[config.mk]
export PLATFORM = sky130hd
export DESIGN_NAME = event_flag_collector_flat
export DESIGN_NICKNAME = d
export VERILOG_FILES = /design/src/rtl/event_flag_collector_if.sv /design/src/rtl/event_flag_collector.sv /design/src/flat_wrapper.sv
export SDC_FILE = /design/constraint.sdc
export NUM_CORES = 1
export LEC_CHECK = 0
export CORE_MARGIN = 3
export CORE_UTILIZATION = 40
export CTS_BUF_LIST = sky130_fd_sc_hd__clkbuf_4
export CTS_CLUSTER_DIAMETER = 200
export CTS_CLUSTER_SIZE = 16
export DETAILED_ROUTE_END_ITERATION = 7
export PLACE_DENSITY = 0.75
export SLEW_MARGIN = 10
export SYNTH_ARGS = -nofsm -noshare
export SYNTH_HDL_FRONTEND = slang
export SYNTH_SLANG_ARGS = --single-unit
[constraint.sdc]
create_clock -name IO_Clock -period 3.8 [get_ports IO_Clock]
set_input_delay 0.76 -clock IO_Clock [delete_from_list [all_inputs] [get_ports IO_Clock]]
set_output_delay 0.76 -clock IO_Clock [all_outputs]
set_load 0.01 [all_outputs]
[src/rtl/event_flag_collector_if.sv]
// Write-port bundle between the event collector and a read-clear status register.
interface event_flag_collector_if #(
  parameter int NUM_LINES = 8
) ();
  logic                   IO_Busy;
  logic                   IO_WrEn;
  logic [2*NUM_LINES-1:0] IO_WrData;
  logic [2*NUM_LINES-1:0] IO_WrMask;

  modport master (
    input  IO_Busy,
    output IO_WrEn,
    output IO_WrData,
    output IO_WrMask
  );

  modport slave (
    output IO_Busy,
    input  IO_WrEn,
    input  IO_WrData,
    input  IO_WrMask
  );
endinterface

[src/rtl/event_flag_collector.sv]
// Synchronises async lines, turns configured edges into sticky event/overrun flags
// and commits them as set-only masked writes into a read-clear status register.
//
//   state   | meaning
//   --------+-----------------------------------------------------------
//   IDLE    | accumulate; commit {SO,SE} when anything pending and not busy
//   ISSUE   | strobe cycle just ended, drop data, clear timeout counter
//   WAIT_HI | wait for busy to rise, give up after BUSY_RISE_MAX cycles
//   WAIT_LO | wait for busy to fall before the next commit
module event_flag_collector #(
  parameter int                   NUM_LINES     = 8,
  parameter logic [NUM_LINES-1:0] EDGE_RISE     = '1,
  parameter logic [NUM_LINES-1:0] EDGE_FALL     = '0,
  parameter int                   SYNC_STAGES   = 2,
  parameter int                   BUSY_RISE_MAX = 4
) (
  input  logic                   IO_Clock,
  input  logic                   IO_Reset,
  input  logic [NUM_LINES-1:0]   Lines,
  event_flag_collector_if.master bus,
  output logic [2*NUM_LINES-1:0] Pending
);

  localparam int ARM_W = $clog2(SYNC_STAGES + 2);
  localparam int TMO_W = $clog2(BUSY_RISE_MAX + 1);
  localparam logic [ARM_W-1:0] ARM_DONE = ARM_W'(SYNC_STAGES + 1);
  localparam logic [TMO_W-1:0] TMO_LAST = TMO_W'(BUSY_RISE_MAX - 1);

  typedef enum logic [1:0] {IDLE, ISSUE, WAIT_HI, WAIT_LO} state_t;

  logic [NUM_LINES-1:0]   r_sync [SYNC_STAGES];
  logic [NUM_LINES-1:0]   r_prev;
  logic [ARM_W-1:0]       r_arm_cnt;
  logic [NUM_LINES-1:0]   r_pend;
  logic [NUM_LINES-1:0]   r_ovr;
  state_t                 r_state;
  logic [TMO_W-1:0]       r_tmo;
  logic                   r_wr_en;
  logic [2*NUM_LINES-1:0] r_wr_data;

  logic                 w_armed;
  logic [NUM_LINES-1:0] w_sync;
  logic [NUM_LINES-1:0] w_edge;
  logic [NUM_LINES-1:0] w_snap_e;
  logic [NUM_LINES-1:0] w_snap_o;

  assign w_armed  = (r_arm_cnt == ARM_DONE);
  assign w_sync   = r_sync[SYNC_STAGES-1];
  assign w_edge   = ((w_sync & ~r_prev & EDGE_RISE) | (~w_sync & r_prev & EDGE_FALL))
                    & {NUM_LINES{w_armed}};
  // Snapshot folds in this cycle's edges so nothing is lost when pending clears.
  assign w_snap_e = r_pend | w_edge;
  assign w_snap_o = r_ovr | (w_edge & r_pend);

  always_ff @(posedge IO_Clock) begin
    if (!IO_Reset) begin
      for (int i = 0; i < SYNC_STAGES; i++) r_sync[i] <= '0;
      r_prev    <= '0;
      r_arm_cnt <= '0;
    end else begin
      r_sync[0] <= Lines;
      for (int i = 1; i < SYNC_STAGES; i++) r_sync[i] <= r_sync[i-1];
      r_prev <= w_sync;
      if (!w_armed) r_arm_cnt <= r_arm_cnt + 1'b1;
    end
  end

  always_ff @(posedge IO_Clock) begin
    if (!IO_Reset) begin
      r_pend    <= '0;
      r_ovr     <= '0;
      r_state   <= IDLE;
      r_tmo     <= '0;
      r_wr_en   <= 1'b0;
      r_wr_data <= '0;
    end else begin
      r_pend <= r_pend | w_edge;
      r_ovr  <= r_ovr | (w_edge & r_pend);
      case (r_state)
        IDLE: begin
          if ((w_snap_e != '0) && !bus.IO_Busy) begin
            r_wr_en   <= 1'b1;
            r_wr_data <= {w_snap_o, w_snap_e};
            r_pend    <= '0;
            r_ovr     <= '0;
            r_state   <= ISSUE;
          end else begin
            r_wr_en   <= 1'b0;
            r_wr_data <= '0;
          end
        end
        ISSUE: begin
          r_wr_en   <= 1'b0;
          r_wr_data <= '0;
          r_tmo     <= '0;
          r_state   <= WAIT_HI;
        end
        WAIT_HI: begin
          if (bus.IO_Busy || (r_tmo == TMO_LAST)) r_state <= WAIT_LO;
          else                                    r_tmo   <= r_tmo + 1'b1;
        end
        WAIT_LO: begin
          if (!bus.IO_Busy) r_state <= IDLE;
        end
        default: r_state <= IDLE;
      endcase
    end
  end

  assign bus.IO_WrEn   = r_wr_en;
  assign bus.IO_WrData = r_wr_data;
  assign bus.IO_WrMask = r_wr_data;
  assign Pending       = {r_ovr, r_pend};

endmodule
[src/flat_wrapper.sv]
// flat-port wrapper written by rule: the top's interface ports become plain ports
module event_flag_collector_flat 
#(
  parameter int                   NUM_LINES     = 8,
  parameter logic [NUM_LINES-1:0] EDGE_RISE     = '1,
  parameter logic [NUM_LINES-1:0] EDGE_FALL     = '0,
  parameter int                   SYNC_STAGES   = 2,
  parameter int                   BUSY_RISE_MAX = 4
)
  (IO_Clock, IO_Reset, Lines, Pending, bus_IO_Busy, bus_IO_WrEn, bus_IO_WrData, bus_IO_WrMask);
  event_flag_collector_if #(.NUM_LINES(NUM_LINES)) bus_i ();
  input  logic IO_Clock;
  input  logic IO_Reset;
  input  logic [NUM_LINES-1:0] Lines;
  output logic [2*NUM_LINES-1:0] Pending;
  input wire logic [$bits(bus_i.IO_Busy)-1:0] bus_IO_Busy;
  output wire logic [$bits(bus_i.IO_WrEn)-1:0] bus_IO_WrEn;
  output wire logic [$bits(bus_i.IO_WrData)-1:0] bus_IO_WrData;
  output wire logic [$bits(bus_i.IO_WrMask)-1:0] bus_IO_WrMask;
  assign bus_i.IO_Busy = bus_IO_Busy;
  assign bus_IO_WrEn = bus_i.IO_WrEn;
  assign bus_IO_WrData = bus_i.IO_WrData;
  assign bus_IO_WrMask = bus_i.IO_WrMask;
  event_flag_collector #(.NUM_LINES(NUM_LINES), .EDGE_RISE(EDGE_RISE), .EDGE_FALL(EDGE_FALL), .SYNC_STAGES(SYNC_STAGES), .BUSY_RISE_MAX(BUSY_RISE_MAX)) u_core (.IO_Clock(IO_Clock), .IO_Reset(IO_Reset), .Lines(Lines), .bus(bus_i), .Pending(Pending));
endmodule
==> results by group, run 1 <==
Die
  – Count of boundary I/O pins: 60
  – Std-Cell Rows: 27
  – Core ar.: 0.00571 mm2
  – Die ar.: a little over 0.007 mm2
  – Initial Util: a little over two fifths
  – Width of the die: ~84 um
  – Die outline height: approximately 84 um

Critical path
  – Required time of the critical path: approximately 4 ns
  – Crit path DAT: between 2 and 2.5 ns
  – Kind of end point of the critical path: flop
  – Setup slack of the worst register-to-register path: roughly 1.7 ns
  – Critical-path maximum fanout: 13
  – Kind of start point of the critical path: input pin
  – Type of the setup path with the least slack: in -> reg
  – CP Launch Point: IO_Reset
  – Worst r2r path cells: 6
  – Startpoint of the worst-slack reg-to-reg timing path: u_core.r_state[0]$_SDFFE_PN0P_
  – Terminus of the critical flop-to-flop path: u_core.r_pend[7]$_SDFF_PN0_

Hold path
  – Worst hold path stage count: 1
  – Worst hold start: u_core.r_sync[0][3]$_SDFF_PN0_
  – Hold worst-path end: u_core.r_sync[0][11]$_SDFF_PN0_
  – Class of the tightest hold or removal check: reg -> reg

Final layout
  – Share of cells above drive strength 1: around a tenth
  – Util after Layout: ~54%
  – Area overhead of the layout relative to synthesis: 26.3%
  – Number of fill cells in the layout: just over 500
  – Total inserted antenna cells: 0
  – Area of all placed cells without fillers: 0.00307 mm2
  – Net count, final: 303
  – Final Instance Count excl. Fillers: roughly 360

Power and ir drop
  – Post-route total power: roughly 1.2 mW
  – Power per unit of standard cell area: 404 mW/mm2
  – Maximum ir drop on the vdd rail: 0.196 mV
  – Static Leakage: approximately 1.2 nW

Synth
  – Mean cell area of the mapped netlist: around 10 um2
  – Main area contributors after synthesis: dfxtp_1 (53%), and2_1 (7.5%), buf_4 (4.9%)
  – Synth Warn #: 0
  – Yosys reg bits: 64
  – Cell variety after synth: 30
  – Area of the mapped netlist: between 0.002 and 0.0025 mm2
  – Top FF cell, synth: dfxtp_1
  – Async set or reset register ratio after synthesis: 0%
  – Seq/Total Area, Yosys: 52.6%
  – Post-Syn Nets: 257
  – Synth area leader: dfxtp_1
  – Number of synthesized flops with an enable pin: 0
  – Most numerous cell types in the synthesized netlist: dfxtp_1 (64), and2_1 (29), nand2_1 (22)
  – Most common cell in the synthesized netlist: dfxtp_1
  – Top cell type's share of synthesized area: between 50% and 60%
  – Gate count of the mapped netlist: approximately 240

Placed design
  – Pre-CTS worst setup slack: 1.23 ns
  – GP Congestion: roughly 0.74
  – Number of placed cells counting well taps: roughly 350
  – Cell Area, Placed: just under 0.003 mm2
  – Post-detail-place hpwl: approximately 3100 um
  – Number of I/O port buffers: about 60

CTS
  – Total CTS buffers: 9
  – Cell chosen for the clock root: clkbuf_4
  – Postcts setup bufs: 0
  – # hold bufs at CTS: 0
  – TritonCTS clock tree: built
  – Number of levels the H-tree was split into: 3
  – Clock tree buffer depth: 2
  – Num Clock Sinks: 64
  – Clock slew at reported path FFs: approximately 0.1 ns
  – Clock network latency to the later pin of the worst-skew pair: 0.39 ns
  – Quantity of gates resized following cts: 0

Timing
  – Maximum clock rate: 458 MHz
  – Final setup viols: 0
  – Transition at the pin with the smallest max-transition slack: between 0.8 and 0.9 ns
  – Final total negative setup slack: 0 ns
  – Count of final hold-check violations: 0
  – Unrepaired setup endpoints after global routing: no
  – Worst slew margin relative to its limit: around 40%
  – Fraction of the cycle the final worst path needs: approximately 57%
  – Clk_skew: 0.0119 ns
  – Worst path setup slack after routing: about 1.6 ns
  – Minimum clock period: 2.18 ns
  – Slew Limit Fails: 0
  – Worst-case hold slack: between 0.4 and 0.5 ns

Detailed routing
  – Post-route ant nets: 0
  – Via density: 4.64
  – Initial DRC Count: 75
  – Total number of vias: between 1500 and 2000
  – Final routed wirelength across all metal layers: 4180 um
  – Router iterations before antenna repair: 4
  – Remaining design rule violation count: 0
  – WL/cell: between 10 and 15 um

GRT
  – First-pass GRT wire length: 7190 um
  – Largest net degree at the start of global routing: 33
  – Overall overflow remaining after global route: 0
  – Vias in the first global route: around 1600
  – Overall fraction of global-route tracks in use: approximately an eighth
  – Initial antenna violation count: 0

Flow run
  – Max cap viols: 0

Run status
  – Outcome: completed
==> metal layers <==
| layer | track usage [%] | vias up | routed length [um] |
|---|---|---|---|
| li1 | - | 868 | - |
| met1 | 15.5 | 751 | 1920 |
| met2 | 20.2 | 51 | 1910 |
| met3 | 3.26 | 11 | 257 |
| met4 | 6.58 | 0 | 91 |
| met5 | 0 | - | 0 |
==> registers in the layout, indices dropped and copies added (netlist names) <==
signal / flops
u_core.bus.IO_WrData: 16
u_core.bus.IO_WrEn: 1
u_core.r_arm_cnt: 2
u_core.r_ovr: 8
u_core.r_pend: 8
u_core.r_prev: 8
u_core.r_state: 2
u_core.r_sync: 16
u_core.r_tmo: 3
==> power by group <==
part	switching (mW)	internal (mW)
sequential	0.0114	0.692
combinational	0.0808	0.0559
clock	0.213	0.188
==> cell usage in the layout (no fill, tap or decap), types with 2 or more instances in the layout <==
cell type | Yosys | final
a21o_1 | 2 | 2
a21oi_1 | 12 | 12
and2_1 | 29 | 29
and3b_1 | 8 | 8
clkbuf_4 | 0 | 9
clkdlybuf4s50_1 | 0 | 59
clkinv_1 | 0 | 6
dfxtp_1 | 64 | 64
ha_1 | 7 | 7
inv_1 | 5 | 5
mux2i_1 | 2 | 2
nand2_1 | 22 | 22
nand2b_1 | 2 | 2
nand3_1 | 3 | 3
nand3b_1 | 2 | 2
nor2_1 | 12 | 12
nor2_4 | 10 | 10
nor4_2 | 3 | 3
o21ai_0 | 20 | 20
==> cell families after synthesis <==
group	Yosys count	synth area share (%)
AO/OA/AOI/OAI	38	8.59
flip-flops	64	52.6
AND/OR/NAND/NOR	97	26.3
XOR/XNOR	1	0.360
adder cells (fa/ha/maj)	7	3.60
buffers and inverters	30	7.71
multiplexers	2	0.823
==> critical path, cell delays in order <==
cell and delay [ns]:
clkdlybuf4s50_1 0.61, nand2b_1 0.19, nor2_1 0.72, nand2_1 0.11, o21ai_0 0.11
==> layout make-up <==
cell class	instances	area, um2	share of cell area (%)
sequential	64	1280	41.7
multi-input combinational	145	965	31.4
timing repair buffer	60	598	19.5
tap	72	90.1	2.93
clock buffer	9	67.6	2.20
clock inverter	7	52.6	1.71
inverter	5	18.8	0.611
==> how the worst max path moves through the flow <==
stage,slack [ns],cells past startpoint,endpoint
6_report,1.62,5,u_core.bus.IO_WrData[4]$_SDFFE_PN0P_
3_3_place_gp,1.29,4,u_core.r_pend[1]$_SDFF_PN0_
2_1_floorplan,1.97,8,u_core.r_ovr[2]$_SDFF_PN0_
3_5_place_dp,1.23,4,u_core.r_pend[1]$_SDFF_PN0_
4_1_cts,1.62,1,Pending[1]
5_1_grt,1.37,5,u_core.bus.IO_WrData[14]$_SDFFE_PN0P_
Power figures use the tool's default switching activity.
==> run 2, diff against run 1 <==
==> constraint.sdc (replaced) <==
create_clock -name IO_Clock -period 2.25 [get_ports IO_Clock]
set_input_delay 0.45 -clock IO_Clock [delete_from_list [all_inputs] [get_ports IO_Clock]]
set_output_delay 0.45 -clock IO_Clock [all_outputs]
set_load 0.01 [all_outputs]
==> results by group, run 2 (synthesis gave the netlist of run 1 again) <==
Run status
  – Outcome: completed (unchanged)

Die
  – Std-Cell Rows: 27 (unchanged)
  – Die ar.: 0.00706 mm2 (unchanged)
  – Count of boundary I/O pins: 60 (unchanged)
  – Die outline height: 84 um (unchanged)
  – Core ar.: 0.00571 mm2 (unchanged)
  – Width of the die: 84 um (unchanged)
  – Initial Util: 42.6% (unchanged)

Final layout
  – Number of fill cells in the layout: 528 (was 509)
  – Most frequent cells in the layout: dfxtp_1 (64), clkdlybuf4s50_1 (59), and2_1 (29) (unchanged)
  – Net count, final: 306 (was 303)
  – Total inserted antenna cells: 0 (unchanged)
  – Area overhead of the layout relative to synthesis: 26.6% (was 26.3%)
  – Share of cells above drive strength 1: 12.7% (was 10.3%)
  – Most common cell after layout, fill and taps aside: dfxtp_1 (unchanged)

Hold path
  – Class of the tightest hold or removal check: reg -> reg (unchanged)
  – Worst hold path stage count: 1 (unchanged)

Critical path
  – Crit path DAT: 2.41 ns (was 2.49 ns)
  – Critical path's slowest cell: a21bo_2 (was nor2_1)
  – Kind of start point of the critical path: flop (was input pin)
  – Maximum single-stage delay on the critical path: 0.47 ns (was 0.72 ns)
  – Critical-path maximum fanout: 12 (was 13)
  – Worst path top cell family by delay: simple AND/OR/NAND/NOR gates (unchanged)
  – Cell count along the critical path: 6 (was 5)
  – Required time of the critical path: 2.58 ns (was 4.11 ns)
  – Kind of end point of the critical path: flop (unchanged)
  – Worst r2r path cells: 6 (unchanged)
  – Number of buffer and inverter stages on the critical path: 0 (was 1)
  – Type of the setup path with the least slack: reg -> reg (was in -> reg)
  – Critical path, cell by cell: ha_1, and3b_1, nor4_4, nand4_2, a21bo_2, nor2_1 (was clkdlybuf4s50_1, nand2b_1, nor2_1, nand2_1, o21ai_0)

Detailed routing
  – Via density: 4.52 (was 4.64)
  – Total number of vias: 1647 (was 1681)
  – WL/cell: 11.8 um (was 11.5 um)
  – Final routed wirelength across all metal layers: 4310 um (was 4180 um)
  – Initial DRC Count: 85 (was 75)
  – Remaining design rule violation count: 0 (unchanged)
  – Post-route ant nets: 0 (unchanged)
  – Router iterations before antenna repair: 4 (unchanged)

Timing
  – Clk_skew: 0.0141 ns (was 0.0119 ns)
  – Worst slew margin relative to its limit: 60.5% (was 39.8%)
  – Minimum clock period: about 2.1 ns
  – Final setup viols: 0 (unchanged)
  – Maximum clock rate: between 400 and 500 MHz
  – Slew Limit Fails: 0 (unchanged)
  – Fraction of the cycle the final worst path needs: between 90 and 100%
  – Transition at the pin with the smallest max-transition slack: 0.593 ns (was 0.900 ns)
  – Worst path setup slack after routing: 0.163 ns (was 1.62 ns)
  – Count of final hold-check violations: 0 (unchanged)
  – Final total negative setup slack: 0 ns (unchanged)
  – Unrepaired setup endpoints after global routing: no (unchanged)

Placed design
  – Pre-CTS worst setup slack: 0.165 ns (was 1.23 ns)
  – Number of I/O port buffers: 59 (unchanged)
  – Post-detail-place hpwl: 3220 um (was 3120 um)
  – GP Congestion: 0.837 (was 0.742)

CTS
  – Number of levels the H-tree was split into: 3 (unchanged)
  – Clock network latency to the later pin of the worst-skew pair: 0.39 ns (about the same)
  – Total CTS buffers: 9 (unchanged)
  – Quantity of gates resized following cts: 0 (unchanged)
  – Num Clock Sinks: 64 (unchanged)
  – Clock slew at reported path FFs: 0.10 ns (about the same)
  – # hold bufs at CTS: 0 (unchanged)
  – TritonCTS clock tree: built (unchanged)
  – Cell chosen for the clock root: clkbuf_4 (unchanged)
  – Clock tree buffer depth: 2 (unchanged)

GRT
  – First-pass GRT wire length: 7360 um (was 7190 um)
  – Largest net degree at the start of global routing: 33 (unchanged)
  – Overall fraction of global-route tracks in use: 12.9% (was 12.6%)
  – Overall overflow remaining after global route: 0 (unchanged)
  – Vias in the first global route: 1579 (was 1592)
  – Initial antenna violation count: 0 (unchanged)

Power and ir drop
  – Maximum ir drop on the vdd rail: 0.342 mV (was 0.196 mV)
  – Static Leakage: 1.18 nW (was 1.17 nW)
  – Power per unit of standard cell area: 664 mW/mm2 (was 404 mW/mm2)

Flow run
  – Max cap viols: 0 (unchanged)
[run 2: changes by cell type in the layout (fill, tap and decap cells not counted), sizes merged]
cell and change:
buf +3, clkbuf +2, clkinv -2, bufinv -1
[run 2: final timing paths]
path / startpoint / end / slack, ns
setup / recovery: u_core.r_arm_cnt[0]$_SDFFE_PN0P_ / u_core.r_pend[1]$_SDFF_PN0_ / 0.16
hold / removal: u_core.r_sync[0][0]$_SDFF_PN0_ / u_core.r_sync[0][8]$_SDFF_PN0_ / 0.43
setup reg to reg: u_core.r_arm_cnt[0]$_SDFFE_PN0P_ / u_core.r_pend[1]$_SDFF_PN0_ / 0.16
hold reg to reg: u_core.r_sync[0][0]$_SDFF_PN0_ / u_core.r_sync[0][8]$_SDFF_PN0_ / 0.43
[run 2: cell type report]
type,count,area [um2],area share (%)
flip-flops and latches,64,1280,41.6
clock buffers,11,82.6,2.68
clock inverters,4,22.5,0.731
repair buffers,63,621,20.1
inverters,5,18.8,0.609
multi-input cells,145,965,31.3
well taps,72,90.1,2.92
[run 2: through the flow]
| stage | total power [mW] | util (%) | area (um2) | std cells | hold WS, ns |
|---|---|---|---|---|---|
| global route | 2.15 | 54.0 | 3080 | 364 | 0.460 |
| detailed placement | 1.46 | 52.0 | 2970 | 348 | 0.418 |
| floorplan | 1.39 | - | 2430 | 239 | 0.412 |
| finish | 2.05 | 54.0 | 3080 | 364 | 0.433 |
| global placement | 1.45 | 52.0 | 2970 | 348 | 0.418 |
| CTS | 2.06 | 53.8 | 3070 | 363 | 0.438 |
[run 2: routing by layer]
metal  track usage, %  wire (um)  share of wire [%]
met5                0          0                  0
met4             6.14         41               0.95
met3             3.26        276                6.4
met2             19.5       1950                 45
met1             17.0       2050                 47
[run 2: power breakdown]
group	internal [mW]	switching (mW)	leakage, nW
logic	0.104	0.137	0.595
registers	1.17	0.0192	0.520
clock network	0.241	0.376	0.0641
[run 2: repair_timing]
action | 4_1_cts | 5_1_grt
hold endpoints to repair | 0 | 0
buffers inserted | 0 | 1
endpoints found under the setup margin | 0 | 1
